$ cat src/rtl/cpu_wb_arb_pkg.sv
// Shared definitions for the I-cache/D-cache Wishbone arbiter: FSM states,
// master indices and Wishbone B4 cycle/burst type constants.
package cpu_wb_arb_pkg;

    typedef enum logic [1:0] {
        ArbIdle  = 2'd0,
        ArbOwnM0 = 2'd1,
        ArbOwnM1 = 2'd2,
        ArbTmo   = 2'd3
    } arb_state_e;

    // Master indices: 0 is the I-cache, 1 is the D-cache.
    localparam logic MstI = 1'b0;
    localparam logic MstD = 1'b1;

    localparam logic [2:0] CtiClassic = 3'b000;
    localparam logic [2:0] CtiConst   = 3'b001;
    localparam logic [2:0] CtiIncr    = 3'b010;
    localparam logic [2:0] CtiEnd     = 3'b111;

    localparam logic [1:0] BteLinear = 2'b00;
    localparam logic [1:0] BteWrap4  = 2'b01;
    localparam logic [1:0] BteWrap8  = 2'b10;
    localparam logic [1:0] BteWrap16 = 2'b11;

    function automatic logic [1:0] gnt_onehot(input logic idx);
        return idx ? 2'b10 : 2'b01;
    endfunction

endpackage

$ cat src/rtl/cpu_wb_arb_watchdog.sv
// Bus watchdog: counts cycles while INC is high, clears on CLR, and pulses
// TIMEOUT on the cycle the count reaches TIMEOUT_CYCLES-1.
module cpu_wb_arb_watchdog #(
    parameter int unsigned TIMEOUT_CYCLES = 256
) (
    input  logic clk_i,
    input  logic rst_ni,
    input  logic clr_i,
    input  logic inc_i,
    output logic timeout_o
);

    localparam int unsigned CntW = (TIMEOUT_CYCLES > 2) ? $clog2(TIMEOUT_CYCLES) : 1;
    // Firing on the increment into TIMEOUT_CYCLES-1 lets the owner enter the
    // timeout state on the same edge the count gets there.
    localparam logic [CntW-1:0] FireVal = CntW'(TIMEOUT_CYCLES - 2);

    logic [CntW-1:0] cnt_q, cnt_d;

    always_comb begin
        cnt_d = cnt_q;
        if (clr_i) begin
            cnt_d = '0;
        end else if (inc_i) begin
            cnt_d = cnt_q + 1'b1;
        end
    end

    assign timeout_o = inc_i & ~clr_i & (cnt_q == FireVal);

    always_ff @(posedge clk_i or negedge rst_ni) begin
        if (!rst_ni) begin
            cnt_q <= '0;
        end else begin
            cnt_q <= cnt_d;
        end
    end

endmodule

$ cat src/rtl/cpu_wb_arb.sv
// Two-master (I-cache, D-cache) to one-slave pipelined Wishbone B4 arbiter.
// Grants are held for a whole CYC; a watchdog turns a hung slave into ERR.
module cpu_wb_arb
    import cpu_wb_arb_pkg::*;
#(
    parameter int unsigned TIMEOUT_CYCLES = 256,
    parameter int unsigned OUTST_W        = 4
) (
    input  logic        CLK,
    input  logic        RST_ASYNC_N,

    input  logic [31:0] M0_ADR_IN,
    input  logic        M0_CYC_IN,
    input  logic        M0_STB_IN,
    input  logic        M0_WE_IN,
    input  logic [3:0]  M0_SEL_IN,
    input  logic [2:0]  M0_CTI_IN,
    input  logic [1:0]  M0_BTE_IN,
    input  logic [31:0] M0_DAT_WR_IN,
    output logic        M0_STALL_OUT,
    output logic        M0_ACK_OUT,
    output logic        M0_ERR_OUT,
    output logic [31:0] M0_DAT_RD_OUT,

    input  logic [31:0] M1_ADR_IN,
    input  logic        M1_CYC_IN,
    input  logic        M1_STB_IN,
    input  logic        M1_WE_IN,
    input  logic [3:0]  M1_SEL_IN,
    input  logic [2:0]  M1_CTI_IN,
    input  logic [1:0]  M1_BTE_IN,
    input  logic [31:0] M1_DAT_WR_IN,
    output logic        M1_STALL_OUT,
    output logic        M1_ACK_OUT,
    output logic        M1_ERR_OUT,
    output logic [31:0] M1_DAT_RD_OUT,

    output logic [31:0] S_ADR_OUT,
    output logic        S_CYC_OUT,
    output logic        S_STB_OUT,
    output logic        S_WE_OUT,
    output logic [3:0]  S_SEL_OUT,
    output logic [2:0]  S_CTI_OUT,
    output logic [1:0]  S_BTE_OUT,
    output logic [31:0] S_DAT_WR_OUT,
    input  logic        S_ACK_IN,
    input  logic        S_STALL_IN,
    input  logic        S_ERR_IN,
    input  logic [31:0] S_DAT_RD_IN,

    output logic [1:0]  ARB_GNT_OUT
);

    arb_state_e         state_q;
    logic               last_gnt_q;
    logic               owner_q;
    logic               tmo_err_q;
    logic [1:0]         gnt_q;
    logic [OUTST_W-1:0] outst_q;

    logic own0, own1, own, tmo;
    logic full, owner_cyc, accept, resp;
    logic wd_clr, wd_inc, wd_timeout;

    assign own0      = (state_q == ArbOwnM0);
    assign own1      = (state_q == ArbOwnM1);
    assign own       = own0 | own1;
    assign tmo       = (state_q == ArbTmo);
    assign full      = &outst_q;
    assign owner_cyc = owner_q ? M1_CYC_IN : M0_CYC_IN;
    assign accept    = S_STB_OUT & ~S_STALL_IN;
    assign resp      = S_ACK_IN | S_ERR_IN;

    // Slave-side request mux. STB is gated while the beat counter is full so
    // the slave never accepts a beat the master was told is stalled.
    always_comb begin
        S_ADR_OUT    = '0;
        S_CYC_OUT    = 1'b0;
        S_STB_OUT    = 1'b0;
        S_WE_OUT     = 1'b0;
        S_SEL_OUT    = '0;
        S_CTI_OUT    = '0;
        S_BTE_OUT    = '0;
        S_DAT_WR_OUT = '0;
        unique case (state_q)
            ArbOwnM0: begin
                S_ADR_OUT    = M0_ADR_IN;
                S_CYC_OUT    = M0_CYC_IN;
                S_STB_OUT    = M0_STB_IN & ~full;
                S_WE_OUT     = M0_WE_IN;
                S_SEL_OUT    = M0_SEL_IN;
                S_CTI_OUT    = M0_CTI_IN;
                S_BTE_OUT    = M0_BTE_IN;
                S_DAT_WR_OUT = M0_DAT_WR_IN;
            end
            ArbOwnM1: begin
                S_ADR_OUT    = M1_ADR_IN;
                S_CYC_OUT    = M1_CYC_IN;
                S_STB_OUT    = M1_STB_IN & ~full;
                S_WE_OUT     = M1_WE_IN;
                S_SEL_OUT    = M1_SEL_IN;
                S_CTI_OUT    = M1_CTI_IN;
                S_BTE_OUT    = M1_BTE_IN;
                S_DAT_WR_OUT = M1_DAT_WR_IN;
            end
            default: ;
        endcase
    end

    // Master-side response routing; the timeout ERR comes from a registered pulse.
    assign M0_STALL_OUT  = own0 ? (S_STALL_IN | full) : 1'b1;
    assign M0_ACK_OUT    = own0 & S_ACK_IN;
    assign M0_ERR_OUT    = (own0 & S_ERR_IN) | (tmo & (owner_q == MstI) & tmo_err_q);
    assign M0_DAT_RD_OUT = own0 ? S_DAT_RD_IN : '0;

    assign M1_STALL_OUT  = own1 ? (S_STALL_IN | full) : 1'b1;
    assign M1_ACK_OUT    = own1 & S_ACK_IN;
    assign M1_ERR_OUT    = (own1 & S_ERR_IN) | (tmo & (owner_q == MstD) & tmo_err_q);
    assign M1_DAT_RD_OUT = own1 ? S_DAT_RD_IN : '0;

    assign ARB_GNT_OUT   = gnt_q;

    assign wd_clr = ~own | resp | (outst_q == '0);
    assign wd_inc = ~wd_clr;

    cpu_wb_arb_watchdog #(
        .TIMEOUT_CYCLES(TIMEOUT_CYCLES)
    ) u_watchdog (
        .clk_i    (CLK),
        .rst_ni   (RST_ASYNC_N),
        .clr_i    (wd_clr),
        .inc_i    (wd_inc),
        .timeout_o(wd_timeout)
    );

    always_ff @(posedge CLK or negedge RST_ASYNC_N) begin
        if (!RST_ASYNC_N) begin
            state_q    <= ArbIdle;
            last_gnt_q <= MstD;
            owner_q    <= MstI;
            tmo_err_q  <= 1'b0;
            gnt_q      <= '0;
            outst_q    <= '0;
        end else begin
            tmo_err_q <= 1'b0;
            unique case (state_q)
                ArbIdle: begin
                    outst_q <= '0;
                    if (M0_CYC_IN && (!M1_CYC_IN || last_gnt_q == MstD)) begin
                        state_q <= ArbOwnM0;
                        owner_q <= MstI;
                        gnt_q   <= gnt_onehot(MstI);
                    end else if (M1_CYC_IN) begin
                        state_q <= ArbOwnM1;
                        owner_q <= MstD;
                        gnt_q   <= gnt_onehot(MstD);
                    end
                end
                ArbOwnM0, ArbOwnM1: begin
                    // Release wins over timeout: a dropped CYC ends the tenure cleanly.
                    if (!owner_cyc) begin
                        state_q    <= ArbIdle;
                        last_gnt_q <= owner_q;
                        gnt_q      <= '0;
                        outst_q    <= '0;
                    end else if (wd_timeout) begin
                        state_q   <= ArbTmo;
                        tmo_err_q <= 1'b1;
                        outst_q   <= '0;
                    end else if (accept && !resp) begin
                        outst_q <= outst_q + 1'b1;
                    end else if (!accept && resp && outst_q != '0) begin
                        outst_q <= outst_q - 1'b1;
                    end
                end
                ArbTmo: begin
                    outst_q <= '0;
                    if (!owner_cyc) begin
                        state_q    <= ArbIdle;
                        last_gnt_q <= owner_q;
                        gnt_q      <= '0;
                    end
                end
                default: state_q <= ArbIdle;
            endcase
        end
    end

endmodule

$ cat config.mk
export PLATFORM = sky130hd
export DESIGN_NAME = cpu_wb_arb
export DESIGN_NICKNAME = d
export VERILOG_FILES = /design/src/rtl/cpu_wb_arb_pkg.sv /design/src/rtl/cpu_wb_arb_watchdog.sv /design/src/rtl/cpu_wb_arb.sv
export SDC_FILE = /design/constraint.sdc
export NUM_CORES = 1
export LEC_CHECK = 0
export CORE_AREA = 2 2 130 132
export CTS_BUF_LIST = sky130_fd_sc_hd__clkbuf_4
export CTS_CLUSTER_DIAMETER = 80
export DETAILED_ROUTE_END_ITERATION = 12
export DIE_AREA = 0 0 132 134
export GPL_ROUTABILITY_DRIVEN = 0
export PLACE_DENSITY = 0.63
export SLEW_MARGIN = 10
export SYNTH_ARGS = -nofsm -noshare
export SYNTH_HDL_FRONTEND = slang
export SYNTH_SLANG_ARGS = --single-unit
$ cat constraint.sdc
create_clock -name CLK -period 3.5 [get_ports CLK]
set_clock_uncertainty 0.2 [all_clocks]
set_input_delay 0.525 -clock CLK [delete_from_list [all_inputs] [get_ports CLK]]
set_output_delay 0.525 -clock CLK [all_outputs]
set_load 0.01 [all_outputs]
After elaboration in Yosys (flattened, before gate mapping)

Cells that the tools add are included.

Add/sub/neg operators: 3
Eq/ne operators: 9
Multiplexer cells: 31
Bitwise gates (word level): 25
Reductions and logical operators: 20

Operators with widths:

| cell                | count |
|---|---|
| $pmux 32 s2         | 2 |
| $mux 32             | 2 |
| $mux 4              | 4 |
| $pmux 4 s2          | 2 |
| $and 1x1->1         | 12 |
| $mux 2              | 5 |
| $add 8x1->8 const B | 1 |
| $eq 8x8->1 const B  | 1 |
| $mux 1              | 8 |
| $mux 8              | 1 |
| $pmux 2 s2          | 2 |
| $or 1x1->1          | 7 |
| $not 1->1           | 6 |
| $pmux 1 s2          | 3 |
| $pmux 2 s3          | 1 |
| $pmux 3 s2          | 1 |
| $reduce_and 2->1    | 3 |
| $ne 5x4->1 const B  | 1 |
| $add 4x1->4 const B | 1 |
| $eq 2x2->1 const B  | 2 |
| $logic_and 1x1->1   | 4 |
| $logic_not 4->1     | 1 |
| $ne 2x2->1 const B  | 2 |
| $reduce_and 4->1    | 1 |
| 12 further kinds    | 15 |

Bits in registers: 19
Bits of input ports: 189
Output and inout port bits: 148
Logic and storage cells: 95

Depth between registers and ports, before layout

Gate-level depths: netlist (run 1).

Depth after elaboration: 13
Gate-level depth with buffers: 9
Gate-level depth less buffers: 9

Modules after synthesis

From an unflattened synthesis (run 1), not the netlist that was laid out.

Cells, all modules: 375
Area, all modules: 2,781.4 um^2

By module, submodules not included:

| module              | instances | cells an instance | area an instance (um^2) | seq. area each (um^2) |
|---|---|---|---|---|
| cpu_wb_arb          | 1         | 334               | 2,368.5                 | 276.5 |
| cpu_wb_arb_watchdog | 1         | 41                | 412.9                   | 200.2 |

Least setup slack after synthesis (run 1)

Ideal clock, no wire load.

Path type: register to register
Start: register state_q[0]
End: register outst_q[3]
Setup time: 128 ps
Data arrival time: 2,324 ps
Setup slack: 848 ps
Stages on the path, launching flop included: 10
Buffers on the path: 0
Clock period less this slack: 2,652 ps
Cell sequence: dfrtp_1 -> inv_1 -> ha_1 -> mux2_2 -> nand4_2 -> ha_1 -> a21o_1 -> a21oi_1 -> mux2i_1 -> mux2_1

Word-level cells in the longest chain between the ends: 10
Elaborated cells on any way between the ends: 23
Those cells by class: eq/ne (4); mux (5); bitwise (7); reduce/logical (7)

Ends and longest elaborated chain:

| what                                     | RTL line                                     | text |
|---|---|---|
| start, declared                          | cpu_wb_arb.sv:54                             | `arb_state_e state_q;` |
| start signal, assigned                   | cpu_wb_arb.sv:138                            | `state_q <= ArbIdle;` |
| start signal, assigned                   | cpu_wb_arb.sv:150                            | `state_q <= ArbOwnM0;` |
| start signal, assigned                   | cpu_wb_arb.sv:154                            | `state_q <= ArbOwnM1;` |
| $eq 2x1->1 or $eq 2x2->1 (tied branches) | n/a                                          |  |
| $or 1x1->1                               | cpu_wb_arb.sv:67                             | `assign own = own0 \| own1;` |
| $not 1->1                                | cpu_wb_arb.sv:123                            | `assign wd_clr = ~own \| resp \| (outst_q == '0);` |
| $or 1x1->1 (2 in series)                 | cpu_wb_arb.sv:123                            |  |
| $not 1->1                                | cpu_wb_arb_watchdog.sv:29, cpu_wb_arb.sv:124 |  |
| $and 1x1->1                              | cpu_wb_arb_watchdog.sv:29                    | `assign timeout_o = inc_i & ~clr_i & (cnt_q == FireVal);` |
| $mux 4                                   | cpu_wb_arb.sv:166                            | `end else if (wd_timeout) begin` |
| $mux 4                                   | cpu_wb_arb.sv:161                            | `if (!owner_cyc) begin` |
| $pmux 4 s2                               | cpu_wb_arb.sv:146                            | `unique case (state_q)` |
| end signal, assigned                     | cpu_wb_arb.sv:171                            | `outst_q <= outst_q + 1'b1;` |
| end signal, assigned                     | cpu_wb_arb.sv:173                            | `outst_q <= outst_q - 1'b1;` |
| end, declared                            | cpu_wb_arb.sv:59                             | `logic [OUTST_W-1:0] outst_q;` |

Parallel ways exist; a longest one is shown, timed or not.
A chain may end at the register's enable or synchronous reset.

Final worst setup path (run 1)

Start: register state_q[0]
End: output port S_ADR_OUT[9]

Word-level cells in the longest chain between the ends: 2
Elaborated cells on any way between the ends: 3
Those cells by class: eq/ne (2); mux (1)

Ends and longest elaborated chain:

| what                                     | RTL line         | text |
|---|---|---|
| $eq 2x2->1 or $eq 2x1->1 (tied branches) | cpu_wb_arb.sv:85 | `unique case (state_q)` |
| $pmux 32 s2 (*)                          | cpu_wb_arb.sv:85 |  |
| end, declared                            | cpu_wb_arb.sv:38 | `output logic [31:0] S_ADR_OUT,` |

Every way passes the cells marked *; elsewhere a longest branch is shown, timed or not.

==> results of run 1 <==
[cell usage after synthesis (2+ instances only)]
library cell and count:
ha_1 9, xnor2_1 2, mux2_2 3, a21oi_1 5
o21ai_1 2, dfrtp_1 18, a22oi_1 75, and3_1 2
mux2i_1 2, clkbuf_1 29, nand2_1 14, nor2b_1 75
and2_1 68, nand3_1 4, xor2_1 5, o21ai_0 6
nor3b_1 2, buf_1 3, buf_2 2, inv_1 6
nor3_1 4, a21o_1 3, nor2_1 10
[registers in the layout (all words and copies together), names as in the netlist]
signal	flops
outst_q	4
state_q	2
last_gnt_q	1
tmo_err_q	1
u_watchdog.cnt_q	8
owner_q	1
ARB_GNT_OUT	2
[cells in the final DEF, fill, tap and decap left out, drive strengths merged, types with 2 or more instances in the layout]
master         synthesis  layout
a21o                   3       3
a21oi                  5       5
a22oi                 75      75
a311oi                 2       2
a41oi                  2       2
and2                  68      68
and3                   2       2
and4                   2       2
buf                    5      12
clkbuf                29       3
clkdlybuf4s50          0     336
dfrtp                 18      18
ha                     9       9
inv                    7       7
mux2                   5       5
mux2i                  2       2
nand2                 15      15
nand3                  4       4
nand4                  2       2
nor2                  10      10
nor2b                 75      75
nor3                   4       4
nor3b                  2       2
o21ai                  8       8
xnor2                  2       2
xor2                   5       5
[worst max-delay path, stage by stage (launching register included)]
cell and delay (ns):
dfrtp_1 0.46, inv_1 0.14, ha_2 0.42, buf_12 0.18, buf_4 0.23, a22oi_1 0.13, nor2b_1 0.13, clkdlybuf4s50_1 0.56
[worst max path at each step]
stage | start | end | slack [ns]
5_1_grt | state_q[1]$_DFFE_PN0P_ | S_ADR_OUT[25] | 0.02
6_report | state_q[0]$_DFFE_PN0P_ | S_ADR_OUT[9] | 0.21
4_1_cts | state_q[0]$_DFFE_PN0P_ | S_ADR_OUT[24] | 0.19
3_3_place_gp | S_ERR_IN | outst_q[3]$_DFFE_PN0P_ | 0.41
2_1_floorplan | state_q[0]$_DFFE_PN0P_ | outst_q[3]$_DFFE_PN0P_ | 0.85
3_5_place_dp | S_ERR_IN | outst_q[3]$_DFFE_PN0P_ | 0.26
[cell type report]
cell class / count / area, sq um
Multi-Input combinational cell: 313 / 2190
Tap cell: 220 / 275
Clock buffer: 3 / 22.5
Sequential cell: 19 / 477
Timing Repair Buffer: 348 / 3490
Fill cell: 1652 / 9800
Clock inverter: 1 / 5.00
Inverter: 7 / 26.3
[metrics by stage]
| step | utilization [%] | setup slack, ns | area [sq um] | instances |
|---|---|---|---|---|
| 5_1_grt | 39.8 | 0.0231 | 6490 | 911 |
| 2_1_floorplan | - | 0.848 | 2810 | 373 |
| 4_1_cts | 39.8 | 0.186 | 6490 | 911 |
| 3_5_place_dp | 39.7 | 0.261 | 6460 | 907 |
| 6_report | 39.8 | 0.213 | 6490 | 911 |
| 3_3_place_gp | 39.7 | 0.411 | 6460 | 907 |
[cells by family after synthesis]
logic type	count (synthesis)	synth area share (%)
multiplexers	7	2.85
flip-flops	19	17.0
buffers and inverters	41	5.57
AND/OR/NAND/NOR	187	40.0
adder cells (fa/ha/maj)	10	4.72
AO/OA/AOI/OAI	102	27.7
XOR/XNOR	7	2.18
[per-layer routing]
metal	share of wire [%]	wire [um]	up-vias	track usage (%)
met4	2.6	416	0	4.11
met3	6.7	1090	24	3.21
met2	49	8010	178	29.1
met5	0	0	-	0
li1	-	-	1954	-
met1	42	6800	1925	21.5
[report_power, final]
part           switching (uW)  internal (uW)  total, uW
sequential               71.7            273        344
combinational            1710           2080       3790
clock                    70.9           42.5        113
==> reports/metrics.csv, run 1 <==
metric,value,unit
initial antenna violation count,0,
Via density,4.48,
status,finished clean,
die area,17700,sq um
fmax,304,MHz
Clock Tree Root,clkbuf_4,
Critical Path Fanout Max,18,
Pleak,0.00233,uW
worst path required time,2.77,ns
Final Max Slew Viols,0,
Worst Hold Path EP,last_gnt_q$_DFFE_PN1P_,
worst hold path depth,2,
count of hold-fix buffers inserted at cts,0,
Resized Gates After CTS,0,
P per Cell Area,654,nW/um^2
Initial DRC Count,156,
"Avg Cell Area, Syn",7.53,sq um
Post-CTS Setup Inserts,0,
hold_sp,last_gnt_q$_DFFE_PN1P_,
diode count,0,
vias in the first global route,4000,
CTS buffer count,3,
TritonCTS clock tree,yes,
Yosys reg bits,19,
fin crit period,3.29,ns
Reg2Reg Launch Point,state_q[0]$_DFFE_PN0P_,
crit end category,output pin,
RR Endpoint,outst_q[3]$_DFFE_PN0P_,
Yosys top cell by area,a22oi_1,
clock tree buffer depth,2,
clk_lat worst skew,0.29,ns
Yosys top cell area share,20.0,%
max-cap viol count,0,
Cell variety after synth,47,
Routed WL,16300,um
global route overflow,0,
final critical-path share of the clock period,93.9,%
Async SR Flop Fraction,100,%
Worst Setup Start Kind,flip-flop,
Final Hold Viols,0,
port bufs,336,
number of core rows,47,
x dimension of the die,132,um
"top cells by area, synth","a22oi_1, nor2b_1, dfrtp_1",
DRC violations left,0,
largest net degree at the start of global routing,55,
Initial Util,17.2,%
Setup CP Type,flip-flop to output pin,
"EDFF count, synth",0,
CP arrival,2.56,ns
TritonRoute pass-1 iters,5,
Die H,134,um
Wirelength per Cell,17.9,um
GR Util All Layers,16.8,%
dpl hpwl,13500,um
synthesized instance count,373,
total power,4250,uW
Synth warnings,0,
core area,16300,sq um
layout cells sized above 1,4.63,%
unrepaired setup endpoints after global routing,false,
relative slew slack,41.9,%
R2R depth,9,
WHS,0.302,ns
first-pass GRT wire length,23900,um
"Clk pin slew, worst setup/hold paths",0.12,ns
setup TNS,0,ns
Final Setup Violations,0,
worst-margin pin slew,0.869,ns
Routed Antenna Nets,0,
Via Count,4081,
nets,891,
R2R Setup Slk,0.30,ns
synthesized cell area,2810,sq um
ys flop type,dfrtp_1,
peak supply drop,368,uV
Sink Count,19,
htree depth,1,
sequential area share after synthesis,17.0,%
I/O pin cnt,337,
Syn Nets,572,
Hold Crit Class,flip-flop to flip-flop,
area delta synth->final,131,%
(Power assumes the default switching activity.)
==> run 2: changes to the inputs <==
==> constraint.sdc (replaced) <==
create_clock -name CLK -period 3.66 [get_ports CLK]
set_clock_uncertainty 0.2 [all_clocks]
set_input_delay 0.549 -clock CLK [delete_from_list [all_inputs] [get_ports CLK]]
set_output_delay 0.549 -clock CLK [all_outputs]
set_load 0.01 [all_outputs]
==> run 2 against run 1 <==
Worst setup slack gained 0.21 ns. Utilization shrank 0.31 points. Count of clock-buffer cells in the layout is the same. Clock power shrank 7%. Routed wire length shrank 1.2%. Non-clock buffer count shrank 5. Register-to-register slack gained 0.38 ns. Design area shrank 0.77%. Sequential cell count is the same.
==> reports/metrics.csv, run 2 (synthesis gave the netlist of run 1 again) <==
metric,value,unit,change
status,finished clean,,unchanged
Post-Route Utilization,39.5,%,was 39.8%
clock tree buffer depth,2,,unchanged
max reg flops,8,,unchanged
htree depth,1,,unchanged
Worst Setup Start Kind,flip-flop,,unchanged
Final Hold Viols,0,,unchanged
met2 Use GR,29.2,%,was 29.1%
dpl hpwl,13200,um,was 13500 um
initial antenna violation count,1,,was 0
Die H,134,um,unchanged
core area,16300,sq um,unchanged
setup TNS,0,ns,unchanged
Top reg by flops,u_watchdog.cnt_q,,unchanged
WHS,0.299,ns,was 0.302 ns
layout cells sized above 1,3.94,%,was 4.63%
Clock Tree Root,clkbuf_4,,unchanged
"commonest cells after routing, fill and taps aside","clkdlybuf4s50_1, a22oi_1, nor2b_1",,unchanged
Initial DRC Count,218,,was 156
"Clk pin slew, worst setup/hold paths",0.11,ns,was 0.12 ns
first-pass GRT wire length,23800,um,was 23900 um
Via density,4.50,,was 4.48
peak supply drop,366,uV,was 368 uV
area delta synth->final,129,%,was 131%
Setup CP Type,flip-flop to output pin,,unchanged
CP arrival,2.49,ns,was 2.56 ns
worst path required time,2.91,ns,was 2.77 ns
final critical-path share of the clock period,88.4,%,
global route overflow,0,,unchanged
Resized Gates After CTS,0,,unchanged
Initial Util,17.2,%,unchanged
crit end category,output pin,,unchanged
unrepaired setup endpoints after global routing,false,,unchanged
x dimension of the die,132,um,unchanged
count of hold-fix buffers inserted at cts,0,,unchanged
diode count,0,,unchanged
Sink Count,19,,unchanged
met3 GRT Util,3.44,%,was 3.21%
Final Max Slew Viols,0,,unchanged
clk_lat worst skew,0.29,ns,about the same
port bufs,336,,unchanged
TritonRoute pass-1 iters,5,,unchanged
"Most Used Layer, Global Route",met2,,unchanged
Hold Crit Class,flip-flop to flip-flop,,unchanged
Slowest cell on crit path,clkdlybuf4s50_1,,unchanged
fin area,6440,sq um,was 6490 sq um
fmax,309,MHz,
Wirelength per Cell,17.8,um,was 17.9 um
Final Setup Violations,0,,unchanged
biggest regs,"u_watchdog.cnt_q: 8 flops, outst_q: 4 flops",,unchanged
I/O pin cnt,337,,unchanged
crit-path max cell delay,0.62,ns,was 0.56 ns
Critical Path Fanout Max,55,,was 18
worst-margin pin slew,0.852,ns,was 0.869 ns
critical path cell sequence,inv_1 > ha_4 > buf_12 > nand2_1 > o21ai_0 > clkdlybuf4s50_1,,was inv_1 > ha_2 > buf_12 > buf_4 > a22oi_1 > nor2b_1 > clkdlybuf4s50_1
R2R depth,9,,unchanged
max-cap viol count,0,,unchanged
nets,886,,was 891
number of core rows,47,,unchanged
Via Count,4076,,was 4081
Routed Antenna Nets,0,,unchanged
relative slew slack,43.0,%,was 41.9%
DP Area,6410,sq um,was 6460 sq um
P per Cell Area,621,nW/um^2,was 654 nW/um^2
largest net degree at the start of global routing,56,,was 55
vias in the first global route,3938,,was 4000
"commonest non-fill, non-tap cell in the layout",clkdlybuf4s50_1,,unchanged
TritonCTS clock tree,yes,,unchanged
worst hold path depth,2,,unchanged
die area,17700,sq um,unchanged
fin crit period,3.24,ns,
GR Util All Layers,16.7,%,was 16.8%
DRC violations left,0,,unchanged
CTS buffer count,3,,unchanged
GRT met1 Usage,21.0,%,was 21.5%
Pleak,0.00230,uW,was 0.00233 uW
Post-CTS Setup Inserts,0,,unchanged
Routed WL,16100,um,was 16300 um
-- run 2: changes by cell type in the layout (fill, tap and decap cells not counted), sizes merged --
cell / delta
buf: -5
-- run 2: area by class of cell --
class	instances	area, sq um
Clock buffer	3	22.5
Clock inverter	1	5.00
Fill cell	1647	9850
Inverter	7	26.3
Multi-Input combinational cell	313	2190
Sequential cell	19	477
Tap cell	220	275
Timing Repair Buffer	343	3440
-- run 2: through the flow --
step | setup WS, ns | total power, uW | cells
6_report | 0.424 | 4000 | 906
5_1_grt | 0.234 | 4280 | 906
4_1_cts | 0.350 | 4040 | 906
3_5_place_dp | 0.456 | 3920 | 902
3_3_place_gp | 0.561 | 3870 | 902
2_1_floorplan | 1.01 | 2120 | 373
-- run 2: final timing paths --
kind,slack [ns],from,endpoint
worst min register to register,0.30,ARB_GNT_OUT[0]$_DFFE_PN0P_,ARB_GNT_OUT[0]$_DFFE_PN0P_
min in group asynchronous,0.53,RST_ASYNC_N,u_watchdog.cnt_q[6]$_DFF_PN0_
worst max register to register,0.68,state_q[0]$_DFFE_PN0P_,outst_q[3]$_DFFE_PN0P_
worst min-delay path,0.30,ARB_GNT_OUT[0]$_DFFE_PN0P_,ARB_GNT_OUT[0]$_DFFE_PN0P_
worst max-delay path,0.42,state_q[1]$_DFFE_PN0P_,M0_ERR_OUT
max in group asynchronous,2.20,RST_ASYNC_N,u_watchdog.cnt_q[5]$_DFF_PN0_
-- run 2: worst max-delay path: cells and delay by family, from the launching register on --
family,cells,cell delay [ns]
buffers and inverters,3,1.07
AOI/OAI and AO/OA,1,0.12
adders and majority gates,1,0.41
and+or+nand+nor,1,0.10
DFF,1,0.43
-- run 2: where the power goes --
part	total [uW]	internal, uW	switching, uW
combinational	3560	1930	1640
clock	105	40.6	64.1
sequential	329	261	68.4
total	4000	2230	1770
-- run 2: metal layers --
metal / vias up / part of all wire (%)
met2: 190 / 49
met5: - / 0.081
li1: 1941 / -
met1: 1919 / 42
met3: 24 / 7.2
met4: 2 / 2.4
